File: config.mk
export PLATFORM = sky130hd
export DESIGN_NAME = m8_word_serializer
export DESIGN_NICKNAME = d
export VERILOG_FILES = /design/src/rtl/m8_word_serializer.sv
export SDC_FILE = /design/constraint.sdc
export NUM_CORES = 1
export LEC_CHECK = 0
export BUFFER_PORTS_ARGS = -buffer_cell sky130_fd_sc_hd__buf_2
export CORE_UTILIZATION = 35
export DETAILED_ROUTE_END_ITERATION = 7
export PLACE_DENSITY_LB_ADDON = 0.25
export REMOVE_ABC_BUFFERS = 1
export SLEW_MARGIN = 5
export SYNTH_ARGS = -nofsm -noshare
export SYNTH_HDL_FRONTEND = slang
export SYNTH_SLANG_ARGS = --single-unit
File: constraint.sdc
create_clock -name clk -period 3.45 [get_ports clk]
set_input_delay 0.69 -clock clk [delete_from_list [all_inputs] [get_ports clk]]
set_output_delay 0.69 -clock clk [all_outputs]
set_load 0.005 [all_outputs]
File: src/rtl/m8_word_serializer.sv
// m8_word_serializer: fetches words from the M8 word filler and shifts them out MSB-first on sdat.
// Optional M8_MANCHESTER_EN: Manchester-codes each bit (1 -> 1,0 ; 0 -> 0,1); CLK_DIV must then be even.
module m8_word_serializer #(
    parameter int CLK_DIV     = 4,
    parameter int WORD_BITS   = 12,
    parameter int FRAME_WORDS = 1024,
    parameter int GROUPS      = 32
) (
    input  logic                           clk,
    input  logic                           reset,
    input  logic                           enable,
    input  logic [WORD_BITS-1:0]           dataWord,
    output logic                           bufGetWord,
    output logic [$clog2(FRAME_WORDS)-1:0] bufRdPointer,
    output logic [$clog2(GROUPS)-1:0]      numGrp,
    output logic                           sdat,
    output logic                           bitStrobe,
    output logic                           wordStart,
    output logic                           frameStart,
    output logic                           busy
);
    localparam int PW = $clog2(FRAME_WORDS);
    localparam int GW = $clog2(GROUPS);
    localparam int DW = $clog2(CLK_DIV);
    localparam int BW = $clog2(WORD_BITS);

    localparam logic [PW-1:0] PTR_LAST = PW'(FRAME_WORDS - 1);
    localparam logic [GW-1:0] GRP_LAST = GW'(GROUPS - 1);
    localparam logic [DW-1:0] DIV_LAST = DW'(CLK_DIV - 1);
    localparam logic [BW-1:0] BIT_LAST = BW'(WORD_BITS - 1);
`ifdef M8_MANCHESTER_EN
    localparam logic [DW-1:0] DIV_HALF = DW'(CLK_DIV / 2);
`endif

    typedef enum logic [2:0] {IDLE, FETCH, WAIT, LOAD, SHIFT} state_t;

    state_t                state, state_nxt;
    logic [PW-1:0]         ptr;
    logic [GW-1:0]         grp;
    logic [WORD_BITS-1:0]  shreg;
    logic [WORD_BITS-1:0]  next_word;
    logic                  next_zero;
    logic                  get_d;
    logic [DW-1:0]         div;
    logic [BW-1:0]         bitcnt;

    assign bufRdPointer = ptr;
    assign numGrp       = grp;

    always_ff @(posedge clk or negedge reset) begin
        if (!reset) state <= IDLE;
        else        state <= state_nxt;
    end

    always_comb begin
        state_nxt = state;
        if (!enable) begin
            state_nxt = IDLE;
        end else begin
            case (state)
                IDLE:    state_nxt = FETCH;
                FETCH:   state_nxt = WAIT;
                WAIT:    state_nxt = LOAD;
                LOAD:    state_nxt = SHIFT;
                SHIFT:   state_nxt = SHIFT;
                default: state_nxt = IDLE;
            endcase
        end
    end

    always_comb begin
        busy       = (state != IDLE);
        // Each word's first clk prefetches the following word, so exactly one strobe per word.
        bufGetWord = (state == FETCH) || ((state == SHIFT) && wordStart);
        sdat       = 1'b0;
        if (state == SHIFT) begin
`ifdef M8_MANCHESTER_EN
            sdat = (div < DIV_HALF) ? shreg[WORD_BITS-1] : ~shreg[WORD_BITS-1];
`else
            sdat = shreg[WORD_BITS-1];
`endif
        end
    end

    always_ff @(posedge clk or negedge reset) begin
        if (!reset) begin
            ptr <= '0; grp <= '0; shreg <= '0; next_word <= '0; next_zero <= 1'b0;
            get_d <= 1'b0; div <= '0; bitcnt <= '0;
            bitStrobe <= 1'b0; wordStart <= 1'b0; frameStart <= 1'b0;
        end else if (state == IDLE || !enable) begin
            ptr <= '0; grp <= '0; shreg <= '0; next_word <= '0; next_zero <= 1'b0;
            get_d <= 1'b0; div <= '0; bitcnt <= '0;
            bitStrobe <= 1'b0; wordStart <= 1'b0; frameStart <= 1'b0;
        end else begin
            bitStrobe  <= 1'b0;
            wordStart  <= 1'b0;
            frameStart <= 1'b0;
            get_d      <= bufGetWord;
            // Group advances with the pointer wrap so numGrp always tags the word being fetched.
            if (bufGetWord) begin
                next_zero <= (ptr == '0);
                if (ptr == PTR_LAST) begin
                    ptr <= '0;
                    grp <= (grp == GRP_LAST) ? '0 : grp + 1'b1;
                end else begin
                    ptr <= ptr + 1'b1;
                end
            end
            case (state)
                LOAD: begin
                    shreg      <= dataWord;
                    bitcnt     <= BIT_LAST;
                    div        <= '0;
                    wordStart  <= 1'b1;
                    bitStrobe  <= 1'b1;
                    frameStart <= 1'b1;
                end
                SHIFT: begin
                    if (get_d) next_word <= dataWord;
                    if (div == DIV_LAST) begin
                        div       <= '0;
                        bitStrobe <= 1'b1;
                        if (bitcnt == '0) begin
                            shreg      <= next_word;
                            bitcnt     <= BIT_LAST;
                            wordStart  <= 1'b1;
                            frameStart <= next_zero;
                        end else begin
                            shreg  <= shreg << 1;
                            bitcnt <= bitcnt - 1'b1;
                        end
                    end else begin
                        div <= div + 1'b1;
                    end
                end
                default: ;
            endcase
        end
    end
endmodule

-- Word level (Yosys, flattened, before mapping)
Index checks and enable logic that the tools add are counted.
- register bits: 53
- output and inout port bits: 21
- logic and storage cells: 79
- add/sub/neg operators: 4
- equal/unequal tests: 8
- multiplexer cells: 38
- reduce and logical (&&, ||, !) cells: 17
- operator list (operator ; number):
    12-bit 2-to-1 mux ; 6
    10-bit 2-to-1 mux ; 3
    12-bit one-hot mux with 2 select lines ; 1
    5-bit 2-to-1 mux ; 4
    1-bit 2-to-1 mux ; 12
    4-bit 2-to-1 mux ; 3
    3-bit one-hot mux with 4 select lines ; 1
    10-bit by 1-bit adder with 10-bit output (second input constant) ; 1
    10-bit equality test (second input constant) ; 1
    10-bit zero test ; 1
    4-bit one-hot mux with 2 select lines ; 1
    2-bit nonzero test ; 4
    3-bit by 2-bit equality test with 1-bit output (second input constant) ; 2
    1-bit one-hot mux with 2 select lines ; 3
    2-bit AND reduction ; 3
    3-bit nonzero test ; 2
    5-bit by 1-bit adder with 5-bit output (second input constant) ; 1
    5-bit equality test (second input constant) ; 1
    4-bit zero test ; 1
    2-bit 2-to-1 mux ; 2
    2-bit one-hot mux with 2 select lines ; 1
    4-bit by 1-bit subtractor with 4-bit output (second input constant) ; 1
    3-bit by 1-bit equality test with 1-bit output (second input constant) ; 1
    3-bit equality test (second input constant) ; 1
    other kinds (9) ; 10

-- Longest topological paths before layout
- depth in word-level cells: 5
- mapped depth: 9
- mapped depth without buffers: 7

-- Worst setup path after synthesis
No wires, ideal clock.
- kind: reg2reg
- start point: register bitcnt[0]
- end point: register shreg[10]
- arrival: 1.772 ns
- required time: 3.324 ns
- slack: 1.553 ns
- cell stages (with the launch flop): 10
- buffers on the path: 2
- clock period less this slack: 1.897 ns
- path through: dfrtp_1 -> inv_1 -> ha_1 -> nor3b_1 -> buf_2 -> buf_1 -> mux2i_1 -> nor2_1 -> a21oi_1 -> a21oi_1
- word-level cells in the longest chain between the ends: 5
- RTL lines (what ; RTL line ; RTL):
    from (decl) ; 45 ; logic [BW-1:0] bitcnt;
    from (signal assigned) ; 130 ; bitcnt <= bitcnt - 1'b1;
    4-bit zero test ; 123 ; if (bitcnt == '0) begin
    12-bit 2-to-1 mux ; 123 ;
    12-bit 2-to-1 mux ; 120 ; if (div == DIV_LAST) begin
    12-bit one-hot mux with 2 select lines ; 109 ; case (state)
    12-bit 2-to-1 mux ; 90 ; end else if (state == IDLE || !enable) begin
    to (signal assigned) ; 111 ; shreg <= dataWord;
    to (signal assigned) ; 124 ; shreg <= next_word;
    to (signal assigned) ; 129 ; shreg <= shreg << 1;
    to (decl) ; 40 ; logic [WORD_BITS-1:0] shreg;
Every way passes these cells. The select of a mux whose other input is x is not followed.
A chain may end at the register's enable or synchronous reset.

-- Worst setup path in the final report
- start point: register state[2]
- end point: output port bufGetWord
- word-level cells in the longest chain between the ends: 3
- RTL lines (what ; RTL line ; RTL):
    from (decl) ; 37 ; state_t state, state_nxt;
    from (signal assigned) ; 52 ; else state <= state_nxt;
    3-bit equality test ; 74 ; bufGetWord = (state == FETCH) || ((state == SHIFT) && wordStart);
    1-bit logical AND ; 74 ;
    1-bit logical OR (*) ; 74 ;
    to (decl) ; 13 ; output logic bufGetWord,
Mark *: on every way between the ends. The rest lies on a longest branch, timed or not.

==> flow_summary.yaml <==
yosys:
  synth-seq-cells: 53
  synth.cell_area_um2: 2670
  synth_commonest_cells: "dfrtp_1, nor2_1, nand2_1"
  synth_most_common_cell: "dfrtp_1"
  synth.top_cell.area_share_pct: 49.7
  synth.distinct_cells: 42
  postSynthAreaPerCell_um2: 9.24
  synthFlopType: "dfrtp_1"
  synth_top_cell_by_area: "dfrtp_1"
  yosysSeqAreaShare_pct: 49.7
  synth_warnings: 0
  synthCells: 289
  synth-edff-count: 0
  synth_area_leaders: "dfrtp_1, a21oi_1, nor2_1"
  async_flop_share_pct: 100
floorplan:
  fp.dieArea_um2: 7980
  die_x_um: 89.3
  coreArea_um2: 7330
  start_util_pct: 36.4
  ios: 36
  die_h_um: 89.3
  row_count: 31
sta:
  hold_violations: 0
  whs_ns: 0.359
  max_freq_mhz: 414
  final.period_utilization_pct: 70.1
  period_minus_slack_ns: 2.42
  worst_pin_slew_ns: 1.07
  setup_tns_ns: 0
  slew_viol_final: 0
  rsz0062_at_grt: "false"
  finalClockSkew_ns: 0.0135
  slew_headroom_pct: 28.9
  setup_viol: 0
grt:
  antenna_found_initial: 0
  grt_max_degree: 32
  grt.total_usage_pct: 16.2
  grt_overflow: 0
  grt_pass1_wl_um: 9880
  grt_pass1_vias: 2008
setup_path:
  critPathTopFamily: "flip-flops"
  slowest_delay_ns: 0.65
  worst-path-buf-inv: 1
  cp.required_ns: 2.76
  crit_path_start_kind: "flip-flop"
  critPathArrivalTime_ns: 1.73
  worstPathCellList: "nand3b_1, a21oi_1, buf_2"
  crit_fanout: 15
  critPathKind: "flip-flop to output pin"
  crit_path_end_kind: "output pin"
  crit_path_top_delay_cell: "dfrtp_1"
clock_network:
  postCtsSetupBuffers: 0
  cts_root_buffer: "clkbuf_8"
  clock_latency_ns: 0.31
  cts_hold_buf: 0
  ctsResizeCount: 0
  cts_buffers: 5
  worst_setup_hold_path_clk_slew_ns: 0.10
  cts_tree: "done"
  clock_sinks: 53
  cts-htree-levels: 2
  clk_path_buf_depth: 2
min_path:
  hp-class: "primary input to async pin"
power_and_ir_drop:
  ir_drop_mv: 0.258
  p_seq_share_pct: 51.5
  clockPowerShare_pct: 32.2
  netSwitchingPower_w: 0.000399
  p_per_area_nw_per_um2: 457
  combPwrFrac_pct: 16.3
  p_int_w: 0.000994
  p_sw_share_pct: 28.6
  p_total_w: 0.00139
  leakage_nw: 1.49
place:
  place.port_buffers: 35
  place_area_um2: 2930
  dp_hpwl_um: 3940
  gp_congestion: 0.762
drt:
  viasPerCell: 5.09
  wire_per_inst_um: 14.1
  drc: 0
  firstDrtPassIters: 4
  via_count: 2129
  drt_iter0_markers: 165
  ant_nets: 0
  wirelength_um: 5910
status:
  status: "complete, no violations"
finish:
  nets: 340
  final_util_pct: 41.6
  nFillCells: 748
  fin_area_um2: 3050
  area_growth_syn_to_layout_pct: 14.2
  diodes: 0
  drive_gt1_share_pct: 16.6
run:
  maxCapViolations: 0
stage by stage:
| stage | worst slack [ns] | std cells |
|---|---|---|
| 2_1_floorplan | 0.600 | 273 |
| 3_3_place_gp | 1.26 | 410 |
| 3_5_place_dp | 1.20 | 410 |
| 4_1_cts | 1.03 | 418 |
| 5_1_grt | 0.920 | 418 |
| 6_report | 1.03 | 418 |
sequential cells by signal, indices dropped and copies added (netlist names), 2 cells and up:
register      flops
numGrp            5
shreg            12
div               2
state             3
bufRdPointer     10
bitcnt            4
next_word        12
cells in the final DEF (no fill, tap or decap), types with 3 or more instances in the layout:
master / n
o21ai_0: 21
a21oi_1: 33
nor3_1: 4
nand2_1: 34
a22o_1: 3
and3_1: 5
clkbuf_8: 6
mux2i_1: 14
buf_2: 35
nand3_1: 4
nor2_1: 43
xor2_1: 7
buf_4: 3
nand2b_1: 4
nand4_1: 3
dfrtp_1: 53
inv_1: 6
ha_1: 7
power groups by stage:
stage | combinational [W] | sequential, W | clock [W]
after floorplan | 0.000151 | 0.000718 | 0
after global placement | 0.000222 | 0.000729 | 0
after detailed placement | 0.000229 | 0.000730 | 0
after CTS | 0.000229 | 0.000718 | 0.000461
after global routing | 0.000257 | 0.000726 | 0.000484
final | 0.000227 | 0.000718 | 0.000448
routing by layer:
layer / share of wire (%) / GRT usage [%]
met5: 0 / 0
met1: 49 / 23.1
met2: 47 / 25.7
met3: 2.7 / 2.77
met4: 0.91 / 4.18
worst reg2reg max path: cells and delay by family, from the launching register on:
kind / cells / cell delay [ns]
AO/OA/AOI/OAI: 4 / 1.08
flip-flops: 1 / 0.51
AND/OR/NAND/NOR: 1 / 0.54
final timing paths:
path,startpoint,endpoint,slack [ns],depth (start not counted)
worst max-delay path,state[2],bufGetWord,1.03,3
worst min-delay path,reset,bufRdPointer[6],0.36,1
worst max register to register,state[1],bitcnt[2],1.22,5
worst min register to register,next_word[4],next_word[4],0.49,2
max in group asynchronous,reset,bufRdPointer[5],2.29,2
min in group clk,next_word[4],next_word[4],0.49,2
cells by family (layout without fill, tap and decap cells):
family                     after synthesis  in the layout  share of synthesized area (%)
buffers and inverters                   22             52                           3.47
xor gates and xnor gates                 7              7                           2.30
AOI/OAI and AO/OA                       72             72                           15.6
adders and majority gates                7              7                           3.28
and+or+nand+nor                        114            114                           20.4
muxes                                   14             14                           5.25
DFF                                     53             53                           49.7
area by class of cell:
| type | instances | area [um^2] | area share (%) |
|---|---|---|---|
| Clock buffer | 6 | 82.6 | 2.71 |
| Clock inverter | 2 | 37.5 | 1.23 |
| Inverter | 6 | 22.5 | 0.738 |
| Multi-Input combinational cell | 214 | 1260 | 41.3 |
| Sequential cell | 53 | 1330 | 43.5 |
| Tap cell | 99 | 124 | 4.06 |
| Timing Repair Buffer | 38 | 198 | 6.48 |
Power figures use the tool's default switching activity.
